`src/rtl/dram_bus_arbiter_if.sv`:
```
// ============================================================================
//  Module   : dram_bus_arbiter_if
//  Purpose  : CPU, DMA and DRAM-controller signal bundle for dram_bus_arbiter.
//  Revision : 1.0
// ============================================================================
`default_nettype none

interface dram_bus_arbiter_if;
    logic        CPU_CS;
    logic        CPU_AS;
    logic        CPU_UDS;
    logic        CPU_LDS;
    logic        CPU_RW;
    logic [23:1] CPU_ADDR;
    logic        CPU_DTACK;

    logic        DMA_REQ;
    logic        DMA_WE;
    logic [1:0]  DMA_BE;
    logic [23:1] DMA_ADDR;
    logic        DMA_ACK;
    logic        DMA_ERR;
    logic        GRANT_DMA;

    logic        DRAM_CS;
    logic        DRAM_AS;
    logic        DRAM_UDS;
    logic        DRAM_LDS;
    logic        DRAM_RW;
    logic [23:1] DRAM_ADDR;
    logic        DRAM_DTACK;

    // Arbiter side
    modport slave (
        input  CPU_CS, CPU_AS, CPU_UDS, CPU_LDS, CPU_RW, CPU_ADDR,
        output CPU_DTACK,
        input  DMA_REQ, DMA_WE, DMA_BE, DMA_ADDR,
        output DMA_ACK, DMA_ERR, GRANT_DMA,
        output DRAM_CS, DRAM_AS, DRAM_UDS, DRAM_LDS, DRAM_RW, DRAM_ADDR,
        input  DRAM_DTACK
    );

    // CPU / DMA / controller side
    modport master (
        output CPU_CS, CPU_AS, CPU_UDS, CPU_LDS, CPU_RW, CPU_ADDR,
        input  CPU_DTACK,
        output DMA_REQ, DMA_WE, DMA_BE, DMA_ADDR,
        input  DMA_ACK, DMA_ERR, GRANT_DMA,
        input  DRAM_CS, DRAM_AS, DRAM_UDS, DRAM_LDS, DRAM_RW, DRAM_ADDR,
        output DRAM_DTACK
    );
endinterface

`default_nettype wire

```
`src/rtl/dram_bus_arbiter.sv`:
```
// ============================================================================
//  Module   : dram_bus_arbiter
//  Purpose  : Shares the DRAM controller port between the 68000 and a DMA master.
//  Revision : 1.0
// ============================================================================
`default_nettype none

module dram_bus_arbiter #(
    parameter int STARVE_LIMIT  = 4,
    parameter int DMA_BURST_MAX = 4,
    parameter int DMA_TIMEOUT   = 32
) (
    input wire                CLK,
    input wire                RST,
    dram_bus_arbiter_if.slave bus
);

    localparam int c_SW = $clog2(STARVE_LIMIT + 1);
    localparam int c_BW = $clog2(DMA_BURST_MAX + 1);
    localparam int c_WW = $clog2(DMA_TIMEOUT);
    localparam logic [c_SW-1:0] c_STARVE_MAX = c_SW'(STARVE_LIMIT);
    localparam logic [c_BW-1:0] c_BURST_MAX  = c_BW'(DMA_BURST_MAX);
    localparam logic [c_WW-1:0] c_WD_LAST    = c_WW'(DMA_TIMEOUT - 1);

    typedef enum logic [1:0] {
        S_IDLE    = 2'd0,
        S_CPU_CYC = 2'd1,
        S_DMA_CYC = 2'd2,
        S_RELEASE = 2'd3
    } state_t;

    state_t          r_state;
    logic [c_SW-1:0] r_starve_cnt;
    logic [c_BW-1:0] r_burst_cnt;
    logic [c_WW-1:0] r_wd_cnt;
    logic            r_dram_cs;
    logic            r_dram_as;
    logic            r_dram_uds;
    logic            r_dram_lds;
    logic            r_dram_rw;
    logic [23:1]     r_dram_addr;
    logic            r_dma_ack;
    logic            r_dma_err;
    logic            r_grant_dma;

    logic w_cpu_req;
    logic w_dma_req;
    logic w_pick_dma;
    logic w_cpu_phase;

    assign w_cpu_req   = ~bus.CPU_CS & ~bus.CPU_AS;
    assign w_dma_req   = bus.DMA_REQ;
    assign w_cpu_phase = (r_state == S_CPU_CYC);

    // A saturated burst counter overrides the starvation guard so the CPU gets back in.
    always_comb begin
        w_pick_dma = w_dma_req;
        if (w_cpu_req && w_dma_req)
            w_pick_dma = (r_burst_cnt != c_BURST_MAX) && (r_starve_cnt == c_STARVE_MAX);
    end

    always_ff @(posedge CLK) begin
        if (!RST) begin
            r_state      <= S_IDLE;
            r_starve_cnt <= '0;
            r_burst_cnt  <= '0;
            r_wd_cnt     <= '0;
            r_dram_cs    <= 1'b1;
            r_dram_as    <= 1'b1;
            r_dram_uds   <= 1'b1;
            r_dram_lds   <= 1'b1;
            r_dram_rw    <= 1'b1;
            r_dram_addr  <= '0;
            r_dma_ack    <= 1'b0;
            r_dma_err    <= 1'b0;
            r_grant_dma  <= 1'b0;
        end else begin
            r_dma_ack <= 1'b0;
            r_dma_err <= 1'b0;
            case (r_state)
                S_IDLE: begin
                    if (w_cpu_req || w_dma_req) begin
                        if (w_pick_dma) begin
                            r_state      <= S_DMA_CYC;
                            r_grant_dma  <= 1'b1;
                            r_wd_cnt     <= '0;
                            r_dram_cs    <= 1'b0;
                            r_dram_as    <= 1'b0;
                            r_dram_rw    <= ~bus.DMA_WE;
                            r_dram_uds   <= ~bus.DMA_BE[1];
                            r_dram_lds   <= ~bus.DMA_BE[0];
                            r_dram_addr  <= bus.DMA_ADDR;
                            r_starve_cnt <= '0;
                            if (w_cpu_req && (r_burst_cnt != c_BURST_MAX))
                                r_burst_cnt <= r_burst_cnt + c_BW'(1);
                        end else begin
                            r_state     <= S_CPU_CYC;
                            r_burst_cnt <= '0;
                            if (w_dma_req && (r_starve_cnt != c_STARVE_MAX))
                                r_starve_cnt <= r_starve_cnt + c_SW'(1);
                        end
                    end
                end
                S_CPU_CYC: begin
                    if (bus.CPU_AS)
                        r_state <= S_RELEASE;
                end
                S_DMA_CYC: begin
                    if (!bus.DRAM_DTACK || (r_wd_cnt == c_WD_LAST)) begin
                        r_state    <= S_RELEASE;
                        r_dram_cs  <= 1'b1;
                        r_dram_as  <= 1'b1;
                        r_dram_uds <= 1'b1;
                        r_dram_lds <= 1'b1;
                        r_dram_rw  <= 1'b1;
                        r_dma_ack  <= ~bus.DRAM_DTACK;
                        r_dma_err  <= bus.DRAM_DTACK;
                    end else begin
                        r_wd_cnt <= r_wd_cnt + c_WW'(1);
                    end
                end
                S_RELEASE: begin
                    // Controller is back in its idle state once it lets DTACK go.
                    if (bus.DRAM_DTACK) begin
                        r_state     <= S_IDLE;
                        r_grant_dma <= 1'b0;
                    end
                end
                default: r_state <= S_IDLE;
            endcase
        end
    end

    assign bus.DRAM_CS   = w_cpu_phase ? bus.CPU_CS     : r_dram_cs;
    assign bus.DRAM_AS   = w_cpu_phase ? bus.CPU_AS     : r_dram_as;
    assign bus.DRAM_UDS  = w_cpu_phase ? bus.CPU_UDS    : r_dram_uds;
    assign bus.DRAM_LDS  = w_cpu_phase ? bus.CPU_LDS    : r_dram_lds;
    assign bus.DRAM_RW   = w_cpu_phase ? bus.CPU_RW     : r_dram_rw;
    assign bus.DRAM_ADDR = w_cpu_phase ? bus.CPU_ADDR   : r_dram_addr;
    assign bus.CPU_DTACK = w_cpu_phase ? bus.DRAM_DTACK : 1'b1;
    assign bus.DMA_ACK   = r_dma_ack;
    assign bus.DMA_ERR   = r_dma_err;
    assign bus.GRANT_DMA = r_grant_dma;

endmodule

`default_nettype wire

```
`src/flat_wrapper.sv`:
```
// flat-port wrapper written by rule: the top's interface ports become plain ports
module dram_bus_arbiter_flat 
#(
    parameter int STARVE_LIMIT  = 4,
    parameter int DMA_BURST_MAX = 4,
    parameter int DMA_TIMEOUT   = 32
)
  (CLK, RST, bus_CPU_CS, bus_CPU_AS, bus_CPU_UDS, bus_CPU_LDS, bus_CPU_RW, bus_CPU_ADDR, bus_CPU_DTACK, bus_DMA_REQ, bus_DMA_WE, bus_DMA_BE, bus_DMA_ADDR, bus_DMA_ACK, bus_DMA_ERR, bus_GRANT_DMA, bus_DRAM_CS, bus_DRAM_AS, bus_DRAM_UDS, bus_DRAM_LDS, bus_DRAM_RW, bus_DRAM_ADDR, bus_DRAM_DTACK);
  dram_bus_arbiter_if bus_i ();
  input wire CLK;
  input wire RST;
  input wire logic [$bits(bus_i.CPU_CS)-1:0] bus_CPU_CS;
  input wire logic [$bits(bus_i.CPU_AS)-1:0] bus_CPU_AS;
  input wire logic [$bits(bus_i.CPU_UDS)-1:0] bus_CPU_UDS;
  input wire logic [$bits(bus_i.CPU_LDS)-1:0] bus_CPU_LDS;
  input wire logic [$bits(bus_i.CPU_RW)-1:0] bus_CPU_RW;
  input wire logic [$bits(bus_i.CPU_ADDR)-1:0] bus_CPU_ADDR;
  output wire logic [$bits(bus_i.CPU_DTACK)-1:0] bus_CPU_DTACK;
  input wire logic [$bits(bus_i.DMA_REQ)-1:0] bus_DMA_REQ;
  input wire logic [$bits(bus_i.DMA_WE)-1:0] bus_DMA_WE;
  input wire logic [$bits(bus_i.DMA_BE)-1:0] bus_DMA_BE;
  input wire logic [$bits(bus_i.DMA_ADDR)-1:0] bus_DMA_ADDR;
  output wire logic [$bits(bus_i.DMA_ACK)-1:0] bus_DMA_ACK;
  output wire logic [$bits(bus_i.DMA_ERR)-1:0] bus_DMA_ERR;
  output wire logic [$bits(bus_i.GRANT_DMA)-1:0] bus_GRANT_DMA;
  output wire logic [$bits(bus_i.DRAM_CS)-1:0] bus_DRAM_CS;
  output wire logic [$bits(bus_i.DRAM_AS)-1:0] bus_DRAM_AS;
  output wire logic [$bits(bus_i.DRAM_UDS)-1:0] bus_DRAM_UDS;
  output wire logic [$bits(bus_i.DRAM_LDS)-1:0] bus_DRAM_LDS;
  output wire logic [$bits(bus_i.DRAM_RW)-1:0] bus_DRAM_RW;
  output wire logic [$bits(bus_i.DRAM_ADDR)-1:0] bus_DRAM_ADDR;
  input wire logic [$bits(bus_i.DRAM_DTACK)-1:0] bus_DRAM_DTACK;
  assign bus_i.CPU_CS = bus_CPU_CS;
  assign bus_i.CPU_AS = bus_CPU_AS;
  assign bus_i.CPU_UDS = bus_CPU_UDS;
  assign bus_i.CPU_LDS = bus_CPU_LDS;
  assign bus_i.CPU_RW = bus_CPU_RW;
  assign bus_i.CPU_ADDR = bus_CPU_ADDR;
  assign bus_CPU_DTACK = bus_i.CPU_DTACK;
  assign bus_i.DMA_REQ = bus_DMA_REQ;
  assign bus_i.DMA_WE = bus_DMA_WE;
  assign bus_i.DMA_BE = bus_DMA_BE;
  assign bus_i.DMA_ADDR = bus_DMA_ADDR;
  assign bus_DMA_ACK = bus_i.DMA_ACK;
  assign bus_DMA_ERR = bus_i.DMA_ERR;
  assign bus_GRANT_DMA = bus_i.GRANT_DMA;
  assign bus_DRAM_CS = bus_i.DRAM_CS;
  assign bus_DRAM_AS = bus_i.DRAM_AS;
  assign bus_DRAM_UDS = bus_i.DRAM_UDS;
  assign bus_DRAM_LDS = bus_i.DRAM_LDS;
  assign bus_DRAM_RW = bus_i.DRAM_RW;
  assign bus_DRAM_ADDR = bus_i.DRAM_ADDR;
  assign bus_i.DRAM_DTACK = bus_DRAM_DTACK;
  dram_bus_arbiter #(.STARVE_LIMIT(STARVE_LIMIT), .DMA_BURST_MAX(DMA_BURST_MAX), .DMA_TIMEOUT(DMA_TIMEOUT)) u_core (.CLK(CLK), .RST(RST), .bus(bus_i));
endmodule
```
`config.mk`:
```
export PLATFORM = sky130hd
export DESIGN_NAME = dram_bus_arbiter_flat
export DESIGN_NICKNAME = d
export VERILOG_FILES = /design/src/rtl/dram_bus_arbiter_if.sv /design/src/rtl/dram_bus_arbiter.sv /design/src/flat_wrapper.sv
export SDC_FILE = /design/constraint.sdc
export NUM_CORES = 1
export LEC_CHECK = 0
export BUFFER_PORTS_ARGS = -buffer_cell sky130_fd_sc_hd__buf_2
export CAP_MARGIN = 20
export CELL_PAD_IN_SITES_DETAIL_PLACEMENT = 1
export CELL_PAD_IN_SITES_GLOBAL_PLACEMENT = 2
export CORE_MARGIN = 2
export CORE_UTILIZATION = 28
export CTS_BUF_LIST = sky130_fd_sc_hd__clkbuf_4 sky130_fd_sc_hd__clkbuf_8 sky130_fd_sc_hd__clkbuf_16
export DETAILED_ROUTE_END_ITERATION = 6
export PLACE_DENSITY = 0.88
export SYNTH_ARGS = -nofsm -noshare
export SYNTH_HDL_FRONTEND = slang
export SYNTH_SLANG_ARGS = --single-unit
```
`constraint.sdc`:
```
create_clock -name CLK -period 2.2 [get_ports CLK]
set_input_delay 0.44 -clock CLK [delete_from_list [all_inputs] [get_ports CLK]]
set_output_delay 0.44 -clock CLK [all_outputs]
set_load 0.02 [all_outputs]
```
==> results of run 1 <==
==> area by class of cell <==
class	count	area [sq um]	share of cell area, %
sequential	43	861	27.8
inverter	12	45.0	1.45
tap	105	131	4.24
multi-input combinational	200	1410	45.4
clock buffer	5	68.8	2.22
clock inverter	3	23.8	0.767
timing repair buffer	99	563	18.2
==> worst max path at each step <==
stage / startpoint / endpoint / slack [ns] / cells after the start
after floorplan: u_core.r_state[1]$_SDFFE_PN0P_ / bus_DRAM_ADDR[0] / 0.40 / 4
after global placement: u_core.r_wd_cnt[0]$_SDFFE_PN0P_ / u_core.r_state[0]$_SDFFE_PN0P_ / 0.28 / 7
after detailed placement: u_core.r_state[1]$_SDFFE_PN0P_ / u_core.r_dram_rw$_SDFFE_PN1P_ / 0.20 / 6
after CTS: u_core.r_state[1]$_SDFFE_PN0P_ / bus_DRAM_ADDR[11] / 0.04 / 5
after global routing: u_core.r_state[1]$_SDFFE_PN0P_ / bus_DRAM_RW / 0.03 / 5
final: u_core.r_state[1]$_SDFFE_PN0P_ / bus_DRAM_LDS / 0.10 / 5
==> critical path, cell delays in order, from the launching register on <==
cell	delay [ns]
sky130_fd_sc_hd__dfxtp_1	0.34
sky130_fd_sc_hd__inv_1	0.14
sky130_fd_sc_hd__ha_4	0.19
sky130_fd_sc_hd__clkbuf_16	0.18
sky130_fd_sc_hd__mux2_2	0.33
sky130_fd_sc_hd__buf_2	0.16
==> cells by family after synthesis <==
kind of cell | after synthesis
buffers and inverters | 32
multiplexers | 28
adder cells (fa/ha/maj) | 10
XOR/XNOR | 2
AND/OR/NAND/NOR | 76
flip-flops | 43
AO/OA/AOI/OAI | 84
==> where the power goes <==
group / switching (mW) / internal [mW] / total, mW
clock: 0.318 / 0.228 / 0.546
sequential: 0.0779 / 0.902 / 0.980
combinational: 0.986 / 0.740 / 1.73
total: 1.38 / 1.87 / 3.25
==> cells in the mapped netlist (2+ instances only) <==
library cell | n | area, sq um
sky130_fd_sc_hd__nor2_1 | 3 | 11.3
sky130_fd_sc_hd__a21oi_1 | 34 | 170
sky130_fd_sc_hd__o21ai_0 | 24 | 120
sky130_fd_sc_hd__nand2b_1 | 3 | 18.8
sky130_fd_sc_hd__buf_4 | 5 | 37.5
sky130_fd_sc_hd__nor4b_1 | 3 | 26.3
sky130_fd_sc_hd__nor3b_2 | 2 | 25.0
sky130_fd_sc_hd__clkbuf_1 | 9 | 33.8
sky130_fd_sc_hd__mux2_2 | 27 | 304
sky130_fd_sc_hd__nand3_1 | 27 | 135
sky130_fd_sc_hd__clkbuf_2 | 2 | 10.0
sky130_fd_sc_hd__o21ai_1 | 7 | 35.0
sky130_fd_sc_hd__ha_1 | 10 | 125
sky130_fd_sc_hd__o211ai_1 | 2 | 15.0
sky130_fd_sc_hd__dfxtp_1 | 43 | 861
sky130_fd_sc_hd__nor3_1 | 4 | 20.0
sky130_fd_sc_hd__a21oi_2 | 2 | 17.5
sky130_fd_sc_hd__and3_1 | 4 | 25.0
sky130_fd_sc_hd__buf_1 | 3 | 11.3
sky130_fd_sc_hd__nor2b_1 | 3 | 18.8
sky130_fd_sc_hd__nand2_1 | 15 | 56.3
sky130_fd_sc_hd__xnor2_1 | 2 | 17.5
sky130_fd_sc_hd__and2_1 | 2 | 12.5
sky130_fd_sc_hd__inv_1 | 12 | 45.0
sky130_fd_sc_hd__a21o_1 | 2 | 15.0
sky130_fd_sc_hd__nand4_1 | 4 | 25.0
==> through the flow <==
step,power (mW),area (sq um),worst slack (ns)
4_1_cts,3.21,3060,0.0423
2_1_floorplan,2.17,2390,0.395
5_1_grt,3.48,3100,0.0287
3_3_place_gp,2.61,2950,0.282
6_report,3.25,3100,0.101
3_5_place_dp,2.65,2950,0.205
==> flip-flops by register name (all words and copies together), names as in the netlist <==
register / cells
u_core.r_dram_addr: 23
u_core.r_wd_cnt: 5
u_core.r_burst_cnt: 3
u_core.r_starve_cnt: 3
u_core.r_state: 2
u_core.bus.DMA_ACK: 1
u_core.bus.DMA_ERR: 1
u_core.bus.GRANT_DMA: 1
u_core.r_dram_cs: 1
u_core.r_dram_lds: 1
u_core.r_dram_rw: 1
u_core.r_dram_uds: 1
==> layer usage <==
| metal | vias to the layer above | global-route usage, % | share of wire, % |
|---|---|---|---|
| li1 | 1168 | - | - |
| met1 | 1119 | 17.6 | 42 |
| met2 | 41 | 25.6 | 53 |
| met3 | 6 | 2.72 | 3.5 |
| met4 | 0 | 3.87 | 1.1 |
| met5 | - | 0 | 0 |
==> repair_timing <==
item	CTS	global route
endpoints found under the setup margin	26	30
resized for setup	2	1
setup buffers	0	1
pin swaps	0	0
gates cloned	0	1
hold endpoints to repair	0	0
==> Flow_metrics.wiki, run 1 <==
{| class="wikitable"
! Metric !! Value
|-
| Startpoint Class || flop
|-
| Cells after DPL || 457
|-
| Headroom to the max-slew limit || between 70% and 80%
|-
| Post-synthesis share of cell area spent on and, or, nand and nor gates || 17.9%
|-
| Vertical extent of the die || 96.4 um
|-
| Skew final || 0.00544 ns
|-
| Count of max-cap constraint violations || 0
|-
| Remaining global-route overflow || 0
|-
| Average wire length per cell after detail routing || 15.1 um
|-
| Number of standard cells in the final layout excluding fillers || ~470
|-
| Max Clock Freq || 0.476 GHz
|-
| Worst r2r path cells || 6
|-
| Number of antenna repair diodes || 0
|-
| Effective utilization at floorplan || 29.0%
|-
| Source of the worst hold timing path || bus_DMA_ADDR[18]
|-
| Final Net Count || 429
|-
| Total track usage || 14.3%
|-
| Leading cell type in the layout, fill and taps excluded || sky130_fd_sc_hd__buf_2
|-
| Sum of net half-perimeters after detailed placement || approximately 5200 um
|-
| DR pass1 iterations || 4
|-
| Combinational family with the most area after synthesis || compound AO/OA/AOI/OAI gates
|-
| Crit Reg-Reg Startpoint || u_core.r_state[1]$_SDFFE_PN0P_
|-
| Number of synthesized flops with an enable pin || 0
|-
| Slack of the worst reg-to-reg path || 0.18 ns
|-
| Area growth from synthesis to final layout || 29.6%
|-
| Synth Cell Area || 0.00239 sq mm
|-
| Number of core rows || 33
|-
| Class of the most critical hold timing path || in2reg
|-
| Clock tree from TritonCTS || done
|-
| Startpoint-to-endpoint class of the critical path || reg2out
|-
| Worst reg2reg endpoint || u_core.r_wd_cnt[0]$_SDFFE_PN0P_
|-
| Number of hold violations in the final report || 0
|-
| Routed WL || roughly 7000 um
|-
| Most frequent cells in the layout || sky130_fd_sc_hd__buf_2 (89), sky130_fd_sc_hd__dfxtp_1 (43), sky130_fd_sc_hd__a21oi_1 (34)
|-
| Sequential element share of the synthesized area || a little over a third
|-
| Post-Syn Area per Cell || 8.70 sq um
|-
| Iter 0 DRT Violations || 65
|-
| Most used DFF post-synth || sky130_fd_sc_hd__dfxtp_1
|-
| Async S/R FF share, synth || 0%
|-
| Max Transition Viols Final || 0
|-
| Hold slack final || 0.368 ns
|-
| Global-route wire length before repair || around 10000 um
|-
| Overall via count from detail_route || 2334
|-
| Endpoints failing setup || 0
|-
| Post-Route Setup TNS || 0 ns
|-
| RSZ-0062 raised after global routing || no
|-
| Vias in the first global route || about 2300
|-
| Cell variety after synth || 47
|-
| Multiplexer share of the synthesized area || 13.3%
|-
| Warning count from the yosys run || 0
|-
| Share of cells above drive strength 1 || 40.9%
|-
| Leakage power figure || 1.34 nW
|-
| Latest clock arrival within the worst-skew pair || 0.31 ns
|-
| Post-Syn Nets || approximately 340
|-
| Number of buffers created by CTS || 5
|-
| Utilization after layout || 37.5%
|-
| Xor/xnor cell area share of the yosys netlist || 0.732%
|-
| Gate count of the mapped netlist || 275
|-
| Last weighted congestion value of the routability-driven placer || 0.758
|-
| Die area || 0.00930 sq mm
|-
| Worst slew pin tran || roughly 0.43 ns
|-
| Share of the clock period used by the worst path || around 95%
|-
| Number of cells on the worst hold path || 3
|-
| Maximum number of pins on one net before global-route repair || 27
|-
| Clock transition at the register clock pins on the worst setup and hold paths after CTS || 0.09 ns
|-
| Capture endpoint of the worst hold path || u_core.r_dram_addr[19]$_SDFFE_PN0P_
|-
| Clock sink count || 43
|-
| Number of top-level pins || 90
|-
| Root Buffer Master || sky130_fd_sc_hd__clkbuf_8
|-
| Run status || completed
|-
| H-tree depth || 2
|-
| Clock buffer depth || 2
|-
| Data required, critical path || roughly 1.8 ns
|-
| Max rail drop VDD || between 0.4 and 0.5 mV
|-
| Category of the worst setup path capture point || primary output
|-
| Count of buffers inserted at the top-level ports || 89
|-
| Maximum fanout count along the critical path || 13
|-
| Remaining routing DRC violations || 0
|-
| Drt via density || ~5.0
|-
| Pwr dens || between 1000 and 1500 mW/mm^2
|-
| Flops & latches, synth || 43
|-
| Compound-Gate Fraction of Synth Area || 20.7%
|-
| Number of antenna violations at the first check in global routing || 0
|-
| Core Footprint || between 0.008 and 0.009 sq mm
|-
| Minimum clock period || 2.10 ns
|-
| Number of routed nets with antenna violations || 0
|-
| Total of hold buffers inserted after clock tree synthesis || 0
|-
| Die Wd || 96.4 um
|-
| Post-synthesis adder-cell area fraction || roughly 5.2%
|-
| Worst endpoint data arrival time || roughly 1.7 ns
|-
| Count of filler cells inserted in the layout || 1022
|}
(Power assumes the default switching activity.)
==> run 2, diff against run 1 <==
--- a/config.mk
+++ b/config.mk
@@ -5,15 +5,16 @@
 export SDC_FILE = /design/constraint.sdc
 export NUM_CORES = 1
 export LEC_CHECK = 0
+export ABC_AREA = 1
 export BUFFER_PORTS_ARGS = -buffer_cell sky130_fd_sc_hd__buf_2
 export CAP_MARGIN = 20
 export CELL_PAD_IN_SITES_DETAIL_PLACEMENT = 1
 export CELL_PAD_IN_SITES_GLOBAL_PLACEMENT = 2
-export CORE_MARGIN = 2
-export CORE_UTILIZATION = 28
+export CORE_MARGIN = 10
+export CORE_UTILIZATION = 25
 export CTS_BUF_LIST = sky130_fd_sc_hd__clkbuf_4 sky130_fd_sc_hd__clkbuf_8 sky130_fd_sc_hd__clkbuf_16
 export DETAILED_ROUTE_END_ITERATION = 6
-export PLACE_DENSITY = 0.88
+export PLACE_DENSITY = 0.86
 export SYNTH_ARGS = -nofsm -noshare
 export SYNTH_HDL_FRONTEND = slang
 export SYNTH_SLANG_ARGS = --single-unit
==> run 2 against run 1 <==
Synthesized area shrank 4.8%; first-iteration DRC count up 1.5%; sequential cell count unchanged; count of clock-buffer cells in the layout unchanged; worst setup slack better by 0.087 ns; final area down 4.7%; sequential share of layout area is 1.4 points higher; register-to-register slack better by 0.14 ns; critical endpoint is now bus_DRAM_ADDR[14]; largest cell class unchanged; highest routed layer unchanged.
==> Flow_metrics.wiki, run 2 <==
{| class="wikitable"
! Metric !! Value
|-
| Number of hold violations in the final report || 0 (unchanged)
|-
| Area used by sequential logic in the layout || 861 sq um (unchanged)
|-
| Sum of net half-perimeters after detailed placement || 6010 um (was 5160 um)
|-
| Count of max-cap constraint violations || 0 (unchanged)
|-
| Pre-CTS worst setup slack || 0.261 ns (was 0.205 ns)
|-
| Combinational family with the most area after synthesis || simple AND/OR/NAND/NOR gates (was compound AO/OA/AOI/OAI gates)
|-
| Post-Route Setup TNS || 0 ns (unchanged)
|-
| Post-Syn Nets || 387 (was 343)
|-
| Startpoint Class || flop (unchanged)
|-
| Most repeated cell in the gate-level netlist after synthesis || sky130_fd_sc_hd__nand2_1 (was sky130_fd_sc_hd__dfxtp_1)
|-
| Final Net Count || 473 (was 429)
|-
| Synth area leaders || sky130_fd_sc_hd__dfxtp_1 (38%), sky130_fd_sc_hd__o21ai_0 (11%), sky130_fd_sc_hd__nand2_1 (11%) (was sky130_fd_sc_hd__dfxtp_1 (36%), sky130_fd_sc_hd__mux2_2 (13%), sky130_fd_sc_hd__a21oi_1 (7.1%))
|-
| Minimum clock period || 2.01 ns (was 2.10 ns)
|-
| Cells after DPL || 505 (was 457)
|-
| Number of antenna violations at the first check in global routing || 0 (unchanged)
|-
| Average wire length per cell after detail routing || 14.4 um (was 15.1 um)
|-
| Share of the synthesized area in the top cell type || 37.8% (was 36.0%)
|-
| Clock transition at the register clock pins on the worst setup and hold paths after CTS || 0.08 ns (was 0.09 ns)
|-
| Most flops, register || u_core.r_dram_addr (unchanged)
|-
| Worst endpoint data arrival time || 1.57 ns (was 1.66 ns)
|-
| Max Transition Viols Final || 0 (unchanged)
|-
| Area leader, netlist || sky130_fd_sc_hd__dfxtp_1 (unchanged)
|-
| Worst reg2reg endpoint || u_core.r_dram_uds$_SDFFE_PN1P_ (was u_core.r_wd_cnt[0]$_SDFFE_PN0P_)
|-
| Compound-Gate Fraction of Synth Area || 20.3% (was 20.7%)
|-
| Data required, critical path || 1.76 ns (about the same)
|-
| Iter 0 DRT Violations || 66 (was 65)
|-
| Latest clock arrival within the worst-skew pair || 0.30 ns (was 0.31 ns)
|-
| Worst slew pin tran || 0.540 ns (was 0.429 ns)
|-
| Number of antenna repair diodes || 0 (unchanged)
|-
| Share of the clock period used by the worst path || 91.5% (was 95.4%)
|-
| Xor/xnor cell area share of the yosys netlist || 1.15% (was 0.732%)
|-
| H-tree depth || 2 (unchanged)
|-
| Global-route wire length before repair || 11500 um (was 10500 um)
|-
| Routed WL || 7410 um (was 7050 um)
|-
| Leading cell type in the layout, fill and taps excluded || sky130_fd_sc_hd__buf_2 (unchanged)
|-
| Clock tree from TritonCTS || done (unchanged)
|-
| CP max-delay cell || sky130_fd_sc_hd__dfxtp_1 (unchanged)
|-
| Vertical extent of the die || 115 um (was 96.4 um)
|-
| Number of buffers created by CTS || 5 (unchanged)
|-
| PnR worst setup slack || 0.188 ns (was 0.101 ns)
|-
| Biggest registers after layout || u_core.r_dram_addr: 23 flops, u_core.r_wd_cnt: 5 flops (unchanged)
|-
| Startpoint-to-endpoint class of the critical path || reg2out (unchanged)
|-
| Max rail drop VDD || 0.365 mV (was 0.411 mV)
|-
| Most frequent cells in the layout || sky130_fd_sc_hd__buf_2 (89), sky130_fd_sc_hd__nand2_1 (65), sky130_fd_sc_hd__o21ai_0 (50) (was sky130_fd_sc_hd__buf_2 (89), sky130_fd_sc_hd__dfxtp_1 (43), sky130_fd_sc_hd__a21oi_1 (34))
|-
| Headroom to the max-slew limit || 64.0% (was 71.4%)
|-
| Number of standard cells in the final layout excluding fillers || 514 (was 467)
|-
| Overall via count from detail_route || 2316 (was 2334)
|-
| Post-Syn Area per Cell || 7.14 sq um (was 8.70 sq um)
|-
| Synth top cells by count || sky130_fd_sc_hd__nand2_1 (65), sky130_fd_sc_hd__o21ai_0 (50), sky130_fd_sc_hd__dfxtp_1 (43) (was sky130_fd_sc_hd__dfxtp_1 (43), sky130_fd_sc_hd__a21oi_1 (34), sky130_fd_sc_hd__mux2_2 (27), sky130_fd_sc_hd__nand3_1 (27), sky130_fd_sc_hd__o21ai_0 (24))
|-
| Count of filler cells inserted in the layout || 1137 (was 1022)
|-
| Number of top-level pins || 90 (unchanged)
|-
| Async S/R FF share, synth || 0% (unchanged)
|-
| Delay contributed by the slowest stage of the critical path || 0.37 ns (was 0.34 ns)
|-
| Vias in the first global route || 2335 (was 2259)
|-
| Multiplexer share of the synthesized area || 1.48% (was 13.3%)
|-
| Endpoints failing setup || 0 (unchanged)
|-
| Gate count of the mapped netlist || 319 (was 275)
|-
| Root Buffer Master || sky130_fd_sc_hd__clkbuf_8 (unchanged)
|-
| Critical Path Start || u_core.r_state[1]$_SDFFE_PN0P_ (unchanged)
|-
| Last weighted congestion value of the routability-driven placer || 0.765 (was 0.758)
|-
| Maximum number of pins on one net before global-route repair || 33 (was 27)
|-
| Max Clock Freq || 0.497 GHz (was 0.476 GHz)
|-
| Die area || 0.0133 sq mm (was 0.00930 sq mm)
|-
| Largest register FFs || 23 (unchanged)
|-
| Area growth from synthesis to final layout || 29.7% (was 29.6%)
|-
| Leakage power figure || 1.40 nW (was 1.34 nW)
|-
| Number of synthesized flops with an enable pin || 0 (unchanged)
|-
| Post-synthesis share of cell area spent on and, or, nand and nor gates || 22.7% (was 17.9%)
|-
| Warning count from the yosys run || 0 (unchanged)
|-
| Clock sink count || 43 (unchanged)
|-
| Worst setup path endpoint || bus_DRAM_ADDR[14] (was bus_DRAM_LDS)
|-
| Number of routed nets with antenna violations || 0 (unchanged)
|-
| Flops & latches, synth || 43 (unchanged)
|-
| Multi-input gate area || 0.00118 sq mm (was 0.00141 sq mm)
|-
| Run status || completed (unchanged)
|-
| Synth Cell Area || 0.00228 sq mm (was 0.00239 sq mm)
|-
| RSZ-0062 raised after global routing || no (unchanged)
|-
| Die Wd || 115 um (was 96.4 um)
|-
| Skew final || 0.00931 ns (was 0.00544 ns)
|-
| Count of buffers inserted at the top-level ports || 89 (unchanged)
|-
| Pwr dens || 1190 mW/mm^2 (was 1050 mW/mm^2)
|-
| Most used DFF post-synth || sky130_fd_sc_hd__dfxtp_1 (unchanged)
|-
| DR pass1 iterations || 4 (unchanged)
|-
| Slack of the worst reg-to-reg path || 0.32 ns (was 0.18 ns)
|-
| Number of core rows || 34 (was 33)
|-
| Category of the worst setup path capture point || primary output (unchanged)
|-
| Cell-by-cell listing of the critical path || inv_1 -> ha_4 -> o21ai_0 -> buf_2 (was inv_1 -> ha_4 -> clkbuf_16 -> mux2_2 -> buf_2)
|-
| Drt via density || 4.51 (was 5.00)
|-
| Class of the most critical hold timing path || in2reg (unchanged)
|-
| Remaining global-route overflow || 0 (unchanged)
|-
| Crit Reg-Reg Startpoint || u_core.r_state[1]$_SDFFE_PN0P_ (unchanged)
|-
| Total track usage || 10.5% (was 14.3%)
|-
| Remaining routing DRC violations || 0 (unchanged)
|-
| Share of cells above drive strength 1 || 29.1% (was 40.9%)
|-
| Post-synthesis adder-cell area fraction || 5.49% (was 5.23%)
|-
| Core Footprint || 0.00881 sq mm (was 0.00826 sq mm)
|-
| Total of hold buffers inserted after clock tree synthesis || 0 (unchanged)
|-
| Clock buffer depth || 2 (unchanged)
|-
| Worst r2r path cells || 7 (was 6)
|-
| Effective utilization at floorplan || 25.9% (was 29.0%)
|-
| Sequential element share of the synthesized area || 37.8% (was 36.0%)
|-
| Maximum fanout count along the critical path || 13 (unchanged)
|-
| Cell variety after synth || 28 (was 47)
|}
run 2: changes by cell type in the layout (fill, tap and decap cells not counted), sizes merged, moves of 4 or more:
| cell | change |
|---|---|
| nand3 | -5 |
| nor2 | +12 |
| o21ai | +18 |
| inv | +31 |
| nand2 | +54 |
| mux2 | -24 |
| and3 | -4 |
run 2: layout make-up:
class                           instances  share of cell area, %
Inverter                               44                   5.59
Clock buffer                            5                   2.33
Timing Repair Buffer                   95                   17.0
Clock inverter                          3                   1.48
Tap cell                              108                   4.57
Sequential cell                        43                   29.1
Multi-Input combinational cell        216                   39.9
run 2: repair_timing:
action                     CTS  global route
buffers inserted             0             1
cloned                       0             0
setup endpoints to repair   19             5
pin swaps                    0             0
resized for setup            1             0
run 2: worst min-delay path by stage:
stage                                         end                                from  depth (start not counted)  slack (ns)
2_1_floorplan  u_core.r_dram_addr[1]$_SDFFE_PN0P_  u_core.r_dram_addr[1]$_SDFFE_PN0P_                          2        0.42
3_3_place_gp   u_core.r_dram_addr[3]$_SDFFE_PN0P_  u_core.r_dram_addr[3]$_SDFFE_PN0P_                          2        0.44
3_5_place_dp   u_core.r_dram_addr[1]$_SDFFE_PN0P_  u_core.r_dram_addr[1]$_SDFFE_PN0P_                          2        0.44
4_1_cts             u_core.bus.DMA_ACK$_SDFF_PN0_                      bus_DRAM_DTACK                          2        0.33
5_1_grt             u_core.bus.DMA_ACK$_SDFF_PN0_                      bus_DRAM_DTACK                          2        0.34
6_report            u_core.bus.DMA_ACK$_SDFF_PN0_                      bus_DRAM_DTACK                          2        0.33
run 2: cells by family after synthesis:
| logic type | Yosys count |
|---|---|
| buffers and inverters | 60 |
| flip-flops | 43 |
| XOR/XNOR | 3 |
| AO/OA/AOI/OAI | 87 |
| multiplexers | 3 |
| adder cells (fa/ha/maj) | 10 |
| AND/OR/NAND/NOR | 113 |
run 2: metal layers:
metal  global-route usage [%]  up-vias  part of all wire [%]  wire [um]
li1                         -     1202                     -          -
met1                     12.1     1052                    43       3190
met2                     18.6       57                    49       3600
met3                     3.41        5                   7.6        562
met4                     2.28        0                  0.76         56
met5                        0        -                     0          0
run 2: power breakdown:
group	switching (mW)	total [mW]	internal, mW
Combinational	1.21	1.84	0.628
Sequential	0.0856	1.05	0.964
Clock	0.291	0.629	0.338
Total	1.59	3.52	1.93
run 2: worst max-delay path, delay by kind of cell (launching register included):
family,cells,cell delay [ns]
compound gates,1,0.32
fa+ha+maj,1,0.24
buf+inv,2,0.35
flops,1,0.37
run 2: per-stage QoR:
stage	area, sq um	power, mW	hold WS [ns]	util, %
floorplan	2280	2.36	0.424	-
global placement	2820	2.86	0.438	32.1
detailed placement	2820	2.92	0.440	32.1
CTS	2950	3.57	0.329	33.5
global route	2950	3.85	0.344	33.5
finish	2950	3.52	0.335	33.5
==> run 3, diff against run 2 <==
--- a/config.mk
+++ b/config.mk
@@ -14,7 +14,7 @@
 export CORE_UTILIZATION = 25
 export CTS_BUF_LIST = sky130_fd_sc_hd__clkbuf_4 sky130_fd_sc_hd__clkbuf_8 sky130_fd_sc_hd__clkbuf_16
 export DETAILED_ROUTE_END_ITERATION = 6
-export PLACE_DENSITY = 0.86
+export PLACE_DENSITY_LB_ADDON = 0.3
 export SYNTH_ARGS = -nofsm -noshare
 export SYNTH_HDL_FRONTEND = slang
 export SYNTH_SLANG_ARGS = --single-unit
==> run 3 against run 2 <==
Worst setup slack got worse by 0.0089 ns; non-clock buffer count rose by 1; die area unchanged; final area increased by 0.38%; sequential share of layout area down 0.11 points; routed wire length is 0.63% lower; critical path type unchanged; total power grew 0.55%; largest power group unchanged; critical path depth grew 2; register-to-register slack better by 0.10 ns; via count is 2.6% lower; final cell count up 0.19%; combinational power barely moved.
==> Flow_metrics.wiki, run 3 (synthesis gave the netlist of run 2 again) <==
{| class="wikitable"
! Metric !! Value
|-
| Run status || completed (unchanged)
|-
| Total track usage || 10.9% (was 10.5%)
|-
| Minimum clock period || 2.02 ns (was 2.01 ns)
|-
| Slack of the worst reg-to-reg path || 0.42 ns (was 0.32 ns)
|-
| Startpoint Class || flop (unchanged)
|-
| Clock tree from TritonCTS || done (unchanged)
|-
| Worst endpoint data arrival time || 1.58 ns (was 1.57 ns)
|-
| Average wire length per cell after detail routing || 14.3 um (was 14.4 um)
|-
| Number of core rows || 34 (unchanged)
|-
| Remaining routing DRC violations || 0 (unchanged)
|-
| Count of max-cap constraint violations || 0 (unchanged)
|-
| Vertical extent of the die || 115 um (unchanged)
|-
| Core Footprint || 0.00881 sq mm (unchanged)
|-
| Area growth from synthesis to final layout || 30.1% (was 29.7%)
|-
| Effective utilization at floorplan || 25.9% (unchanged)
|-
| Die Wd || 115 um (unchanged)
|-
| Max rail drop VDD || 0.438 mV (was 0.365 mV)
|-
| Total of hold buffers inserted after clock tree synthesis || 0 (unchanged)
|-
| H-tree depth || 2 (unchanged)
|-
| Sum of net half-perimeters after detailed placement || 6010 um (about the same)
|-
| Vias in the first global route || 2308 (was 2335)
|-
| Leakage power figure || 1.41 nW (was 1.40 nW)
|-
| Pwr dens || 1190 mW/mm^2 (about the same)
|-
| RSZ-0062 raised after global routing || no (unchanged)
|-
| Maximum fanout count along the critical path || 25 (was 13)
|-
| Share of cells above drive strength 1 || 29.2% (was 29.1%)
|-
| Number of antenna violations at the first check in global routing || 0 (unchanged)
|-
| Headroom to the max-slew limit || 78.9% (was 64.0%)
|-
| Last weighted congestion value of the routability-driven placer || 0.743 (was 0.765)
|-
| Count of filler cells inserted in the layout || 1123 (was 1137)
|-
| Skew final || 0.00917 ns (was 0.00931 ns)
|-
| Number of top-level pins || 90 (unchanged)
|-
| Clock buffer depth || 2 (unchanged)
|-
| Number of antenna repair diodes || 0 (unchanged)
|-
| Root Buffer Master || sky130_fd_sc_hd__clkbuf_8 (unchanged)
|-
| Routed WL || 7360 um (was 7410 um)
|-
| Class of the most critical hold timing path || in2reg (unchanged)
|-
| Drt via density || 4.38 (was 4.51)
|-
| Worst slew pin tran || 0.317 ns (was 0.540 ns)
|-
| Data required, critical path || 1.76 ns (about the same)
|-
| Biggest registers after layout || u_core.r_dram_addr: 23 flops, u_core.r_wd_cnt: 5 flops (unchanged)
|-
| Iter 0 DRT Violations || 63 (was 66)
|-
| Latest clock arrival within the worst-skew pair || 0.30 ns (about the same)
|-
| Remaining global-route overflow || 0 (unchanged)
|-
| Share of the clock period used by the worst path || 91.9% (was 91.5%)
|-
| Clock sink count || 43 (unchanged)
|-
| Overall via count from detail_route || 2256 (was 2316)
|-
| Die area || 0.0133 sq mm (unchanged)
|-
| Startpoint-to-endpoint class of the critical path || reg2out (unchanged)
|-
| Max Clock Freq || 0.495 GHz (was 0.497 GHz)
|-
| Post-Route Setup TNS || 0 ns (unchanged)
|-
| Largest register FFs || 23 (unchanged)
|-
| Final Net Count || 474 (was 473)
|-
| Maximum number of pins on one net before global-route repair || 33 (unchanged)
|-
| Number of routed nets with antenna violations || 0 (unchanged)
|-
| Endpoints failing setup || 0 (unchanged)
|-
| DR pass1 iterations || 4 (unchanged)
|-
| Hold slack final || 0.360 ns (was 0.335 ns)
|-
| Global-route wire length before repair || 11700 um (was 11500 um)
|-
| Number of hold violations in the final report || 0 (unchanged)
|-
| Max Transition Viols Final || 0 (unchanged)
|-
| Leading cell type in the layout, fill and taps excluded || sky130_fd_sc_hd__buf_2 (unchanged)
|-
| Category of the worst setup path capture point || primary output (unchanged)
|-
| Count of buffers inserted at the top-level ports || 89 (unchanged)
|-
| Most flops, register || u_core.r_dram_addr (unchanged)
|-
| Clock transition at the register clock pins on the worst setup and hold paths after CTS || 0.08 ns (about the same)
|-
| Number of buffers created by CTS || 5 (unchanged)
|-
| Most frequent cells in the layout || sky130_fd_sc_hd__buf_2 (89), sky130_fd_sc_hd__nand2_1 (65), sky130_fd_sc_hd__o21ai_0 (50) (unchanged)
|}
## run 3: where the power goes
| group | leakage, nW | internal (mW) | switching, mW |
|---|---|---|---|
| sequential | 0.353 | 0.964 | 0.0851 |
| combinational | 0.996 | 0.651 | 1.22 |
| clock | 0.0581 | 0.338 | 0.283 |
## run 3: critical path, cell delays in order, from the launching register on
cell and delay, ns:
sky130_fd_sc_hd__dfxtp_1 0.33, sky130_fd_sc_hd__inv_1 0.13, sky130_fd_sc_hd__ha_4 0.28, sky130_fd_sc_hd__buf_6 0.22, sky130_fd_sc_hd__nand2_1 0.06, sky130_fd_sc_hd__o21ai_0 0.07, sky130_fd_sc_hd__buf_2 0.19
## run 3: final timing paths
path | start | endpoint | cells past startpoint
min reg2reg | u_core.r_dram_addr[13]$_SDFFE_PN0P_ | u_core.r_dram_addr[13]$_SDFFE_PN0P_ | 2
max | u_core.r_state[1]$_SDFFE_PN0P_ | bus_DRAM_ADDR[15] | 6
max reg2reg | u_core.r_wd_cnt[0]$_SDFFE_PN0P_ | u_core.r_wd_cnt[1]$_SDFFE_PN0P_ | 10
min | bus_DRAM_DTACK | u_core.bus.DMA_ACK$_SDFF_PN0_ | 2
## run 3: repair_timing
item	CTS	global route
endpoints found under the setup margin	12	12
resized for setup	1	1
setup buffers	0	0
## run 3: final cells by class
class                   instances  area [sq um]  share of cell area, %
well taps                     108           135                   4.56
clock inverters                 3          43.8                   1.48
flip-flops and latches         43           861                   29.0
repair buffers                 96           514                   17.3
clock buffers                   5          68.8                   2.32
inverters                      44           165                   5.57
multi-input cells             216          1180                   39.7
## run 3: through the flow
stage               worst slack [ns]  instances  power (mW)  cell area (sq um)  utilization, %
floorplan                      0.307        319        2.36               2280               -
global placement               0.334        507        2.92               2840            32.2
detailed placement             0.258        507        2.96               2840            32.2
CTS                           0.0736        515        3.61               2960            33.6
global route                 0.00676        515        3.88               2970            33.7
finish                         0.179        515        3.54               2970            33.7
## run 3: per-layer routing
| metal | wire length (um) | GRT usage [%] | part of all wire (%) | vias up |
|---|---|---|---|---|
| li1 | - | - | - | 1208 |
| met1 | 3350 | 13.3 | 46 | 989 |
| met2 | 3380 | 18.0 | 46 | 52 |
| met3 | 514 | 3.46 | 7.0 | 7 |
| met4 | 114 | 3.46 | 1.5 | 0 |
| met5 | 0 | 0 | 0 | - |
